## config.mk

```make
export PLATFORM = sky130hd
export DESIGN_NAME = unidade_controle_jogo
export DESIGN_NICKNAME = d
export VERILOG_FILES = /design/src/rtl/unidade_controle_jogo.sv
export SDC_FILE = /design/constraint.sdc
export NUM_CORES = 1
export LEC_CHECK = 0
export CAP_MARGIN = 5
export CORE_AREA = 2 2 39 41
export CTS_BUF_LIST = sky130_fd_sc_hd__clkbuf_4 sky130_fd_sc_hd__clkbuf_8
export DETAILED_ROUTE_END_ITERATION = 16
export DIE_AREA = 0 0 41 43
export HOLD_SLACK_MARGIN = 0.1
export PLACE_DENSITY = 0.68
export SYNTH_ARGS = -nofsm -noshare
export SYNTH_HDL_FRONTEND = slang
export SYNTH_SLANG_ARGS = --single-unit
```

## constraint.sdc

```tcl
create_clock -name clock -period 1.58 [get_ports clock]
set_input_delay 0.237 -clock clock [delete_from_list [all_inputs] [get_ports clock]]
set_output_delay 0.237 -clock clock [all_outputs]
set_load 0.01 [all_outputs]
```

## src/rtl/unidade_controle_jogo.sv

```systemverilog
// Control unit for the memory game: a Moore FSM that sequences the datapath
// counters, play register, ROM compare and play timer, and reports the game outcome.
module unidade_controle_jogo #(
   parameter logic TIMEOUT_HAB = 1'b1
) (
   input  logic       clock,
   input  logic       reset,
   input  logic       iniciar,
   input  logic       jogada_feita,
   input  logic       chavesIgualMemoria,
   input  logic       enderecoIgualSequencia,
   input  logic       fimS,
   input  logic       fimTMR,
   output logic       zeraR,
   output logic       zeraE,
   output logic       zeraS,
   output logic       zeraTMR,
   output logic       registraR,
   output logic       contaE,
   output logic       contaS,
   output logic       contaTMR,
   output logic       pronto,
   output logic       ganhou,
   output logic       perdeu,
   output logic       db_timeout,
   output logic [3:0] db_estado
);

   typedef enum logic [3:0] {
      INICIAL           = 4'h0,
      PREPARACAO        = 4'h1,
      INICIA_RODADA     = 4'h2,
      ESPERA_JOGADA     = 4'h3,
      REGISTRA          = 4'h4,
      COMPARA           = 4'h5,
      PROXIMO_ENDERECO  = 4'h6,
      PROXIMA_SEQUENCIA = 4'h7,
      FIM_ACERTOU       = 4'hA,
      FIM_TIMEOUT       = 4'hD,
      FIM_ERROU         = 4'hE
   } estado_t;

   estado_t estado_q;
   estado_t estado_d;

   always_ff @(posedge clock or negedge reset) begin
      if (!reset) begin
         estado_q <= INICIAL;
      end else begin
         estado_q <= estado_d;
      end
   end

   // A play in the same cycle as timer expiry takes priority over the timeout.
   always_comb begin
      estado_d = INICIAL;
      case (estado_q)
         INICIAL:           estado_d = iniciar ? PREPARACAO : INICIAL;
         PREPARACAO:        estado_d = INICIA_RODADA;
         INICIA_RODADA:     estado_d = ESPERA_JOGADA;
         ESPERA_JOGADA: begin
            if (jogada_feita)
               estado_d = REGISTRA;
            else if (fimTMR && TIMEOUT_HAB)
               estado_d = FIM_TIMEOUT;
            else
               estado_d = ESPERA_JOGADA;
         end
         REGISTRA:          estado_d = COMPARA;
         COMPARA: begin
            if (!chavesIgualMemoria)
               estado_d = FIM_ERROU;
            else if (!enderecoIgualSequencia)
               estado_d = PROXIMO_ENDERECO;
            else if (fimS)
               estado_d = FIM_ACERTOU;
            else
               estado_d = PROXIMA_SEQUENCIA;
         end
         PROXIMO_ENDERECO:  estado_d = ESPERA_JOGADA;
         PROXIMA_SEQUENCIA: estado_d = INICIA_RODADA;
         FIM_ACERTOU:       estado_d = iniciar ? PREPARACAO : FIM_ACERTOU;
         FIM_ERROU:         estado_d = iniciar ? PREPARACAO : FIM_ERROU;
         FIM_TIMEOUT:       estado_d = iniciar ? PREPARACAO : FIM_TIMEOUT;
         default:           estado_d = INICIAL;
      endcase
   end

   always_comb begin
      zeraR      = 1'b0;
      zeraE      = 1'b0;
      zeraS      = 1'b0;
      zeraTMR    = 1'b0;
      registraR  = 1'b0;
      contaE     = 1'b0;
      contaS     = 1'b0;
      contaTMR   = 1'b0;
      pronto     = 1'b0;
      ganhou     = 1'b0;
      perdeu     = 1'b0;
      db_timeout = 1'b0;
      case (estado_q)
         PREPARACAO: begin
            zeraE   = 1'b1;
            zeraS   = 1'b1;
            zeraR   = 1'b1;
            zeraTMR = 1'b1;
         end
         INICIA_RODADA: begin
            zeraE   = 1'b1;
            zeraTMR = 1'b1;
         end
         ESPERA_JOGADA:     contaTMR = 1'b1;
         REGISTRA: begin
            registraR = 1'b1;
            zeraTMR   = 1'b1;
         end
         PROXIMO_ENDERECO:  contaE = 1'b1;
         PROXIMA_SEQUENCIA: contaS = 1'b1;
         FIM_ACERTOU: begin
            pronto = 1'b1;
            ganhou = 1'b1;
         end
         FIM_ERROU: begin
            pronto = 1'b1;
            perdeu = 1'b1;
         end
         FIM_TIMEOUT: begin
            pronto     = 1'b1;
            perdeu     = 1'b1;
            db_timeout = 1'b1;
         end
         default: ;
      endcase
   end

   assign db_estado = estado_q;

endmodule
```

==> reports/qor.txt <==
multi-input logic area - 320 um2
number of remaining DRC errors - 0
gr ovfl total - 0
pre-CTS setup slack - -0.0898 ns
largest area contributor in the netlist - dfrtp_1
FF+latch count, synth - 4
post-synth net total - 62
Clock Skews - 0.00509 ns
Post-Syn Area - 410 um2
routed length per instance - 13.7 um
DP HPWL - 1010 um
top cell type's share of synthesized area - 24.4%
Max-Cap Viols - 0
share of cells above drive strength 1 - 53.5%
min Tclk post-route - 1.55 ns
CTS clock-pin slew for the worst setup and hold paths - 0.04 ns
kind of end point of the critical path - flop
Placer Congestion - 0.787
Worst Slack Setup Final - 0.0305 ns
gr usage total - 21.5%
Die Wd - 41 um
CTS tree - yes
Synth area leaders - dfrtp_1 (24%), buf_4 (9.1%), a211oi_1 (5.5%)
period utilisation layout - 98.1%
Post-DRT Antenna Nets - 0
Setup violations, final - 0
clock sink count - 4
crit path max fanout - 6
drt total wl - 1570 um
Hold Fails Final Rpt - 0
Pleak - 0.455 nW
RSZ-0062 raised after global routing - true
classification of the worst setup path - flop to flop
relative max-transition margin - 76.9%
number of global-route vias before repair - 550
power per cell area - 1890 nW/um2
CP Data Arrival Time - 1.66 ns
die height - 43 um
Num CTS Buffers - 3
Syn. warnings - 0
Starting DRT DRC Count - 15
IO Pins - 24
area of the core - 1380 um2
Required @ worst endpoint - 1.69 ns
library cells used by synthesis - 26
via count - 600
drt pass-1 iters - 4
Clock Latency Late Sink - 0.25 ns
maximum root-to-sink buffer count - 2
Hold Slack - 0.191 ns
Final Power - 1.64 mW
IO Port Bufs - 23
synthesis-to-finish area growth - 111%
Filler cells - 114
fmax - 645 MHz
die footprint - 1760 um2
# rows - 14
Placed Area - 731 um2
status - finished clean
antenna fix cells - 0
VDD IR max - 0.000982 V
worst hold path type - input pin to async pin
Initial Util - 29.7%
clock root buffer - clkbuf_4
first-pass GRT wire length - 2480 um
H-tree depth - 1
Post-Layout Inst Area - 867 um2
flip-flop and latch area - 103 um2
Max Slew Vio Count - 0
Worst setup SP type - flop
Post-Synthesis Cells - 54
Slew @ Worst Pin - 0.344 ns
vias per cell - 5.22
pin count of the biggest net entering global routing - 11
Syn Area/Cell - 7.60 um2
nets - 109
flop2flop setup slack - 0.03 ns
register area share after synthesis - 24.4%
Largest register FFs - 4
initial antenna violation count - 0
## cells in the mapped netlist
cell type and n:
a211oi_1 3, a22o_1 1, a221o_1 2, nand2_4 1, buf_4 5, xor2_1 1, nor4_1 2, nand2_1 3
o21bai_1 1, or4_1 1, nor3_1 4, buf_2 1, or3_1 1, o32ai_1 1, o21ai_0 3, o2bb2ai_1 1
a21oi_1 3, nand2b_2 1, nor2b_1 1, nand2b_1 2, nand3b_1 1, nor2_1 6, dfrtp_1 4, a311oi_1 1
inv_1 3, nand2_2 1
## kinds of logic (layout without fill, tap and decap cells)
family / Yosys count / count (layout) / synth area share [%]
XOR/XNOR: 1 / 1 / 2.13
flip-flops: 4 / 4 / 24.4
buffers and inverters: 9 / 54 / 13.1
AO/OA/AOI/OAI: 16 / 16 / 28.0
AND/OR/NAND/NOR: 24 / 24 / 32.3
## power by group
group          switching [mW]  leakage (nW)  internal [mW]
sequential             0.0565        0.0468          0.152
combinational           0.603         0.394          0.690
clock                  0.0535        0.0138         0.0857
total                   0.713         0.455          0.928
## metal layers
metal / GRT usage [%] / share of wire [%] / vias to the layer above
li1: - / - / 291
met1: 25.5 / 41 / 287
met2: 35.6 / 52 / 20
met3: 3.14 / 5.2 / 2
met4: 10.0 / 1.8 / 0
met5: 0 / 0 / -
## layout by cell type, fill, tap and decap left out, drive strengths merged
cell type      instances
a211oi                 3
a21oi                  3
a221o                  2
a22o                   1
a311oi                 1
buf                   28
clkbuf                10
clkdlybuf4s50          7
dfrtp                  4
dlygate4sd2            2
dlymetal6s2s           4
inv                    3
nand2                  5
nand2b                 3
nand3b                 1
nor2                   6
nor2b                  1
nor3                   4
nor4                   2
o21ai                  3
o21bai                 1
o2bb2ai                1
o32ai                  1
or3                    1
or4                    1
xor2                   1
## path summary, 6_finish.rpt
path	from	to	cells after the start
max	db_estado[2]$_DFF_PN0_	db_estado[0]$_DFF_PN0_	6
min	reset	db_estado[1]$_DFF_PN0_	1
max reg2reg	db_estado[2]$_DFF_PN0_	db_estado[0]$_DFF_PN0_	6
min reg2reg	db_estado[3]$_DFF_PN0_	db_estado[1]$_DFF_PN0_	3
max in group asynchronous	reset	db_estado[3]$_DFF_PN0_	1
min in group clock	fimTMR	db_estado[1]$_DFF_PN0_	3
## stage by stage
step           utilization [%]  std cells  setup TNS, ns
5_1_grt                   62.7        115        -0.0126
3_5_place_dp              52.8        102         -0.559
6_report                  62.7        115              0
4_1_cts                   61.1        114        -0.0960
3_3_place_gp              52.8        102         -0.495
2_1_floorplan                -         54              0
## area by class of cell
class,instances,area share (%)
clock buffers,3,2.60
inverters,3,1.30
multi-input cells,41,36.9
flip-flops and latches,4,11.8
well taps,16,2.31
repair buffers,48,45.0
## worst max-delay path, cell delays in order, from the launching register on
cell     delay (ns)
dfrtp_2        0.45
buf_6          0.14
buf_6          0.11
buf_6          0.12
nor2_4         0.07
o32ai_2        0.07
or4_1          0.46
## what timing repair did
action,4_1_cts,5_1_grt
setup buffers,9,1
pin swaps,1,5
hold buffers,0,0
setup endpoints to repair,17,15
resized for setup,35,24
cloned,0,0
(Power assumes the default switching activity.)
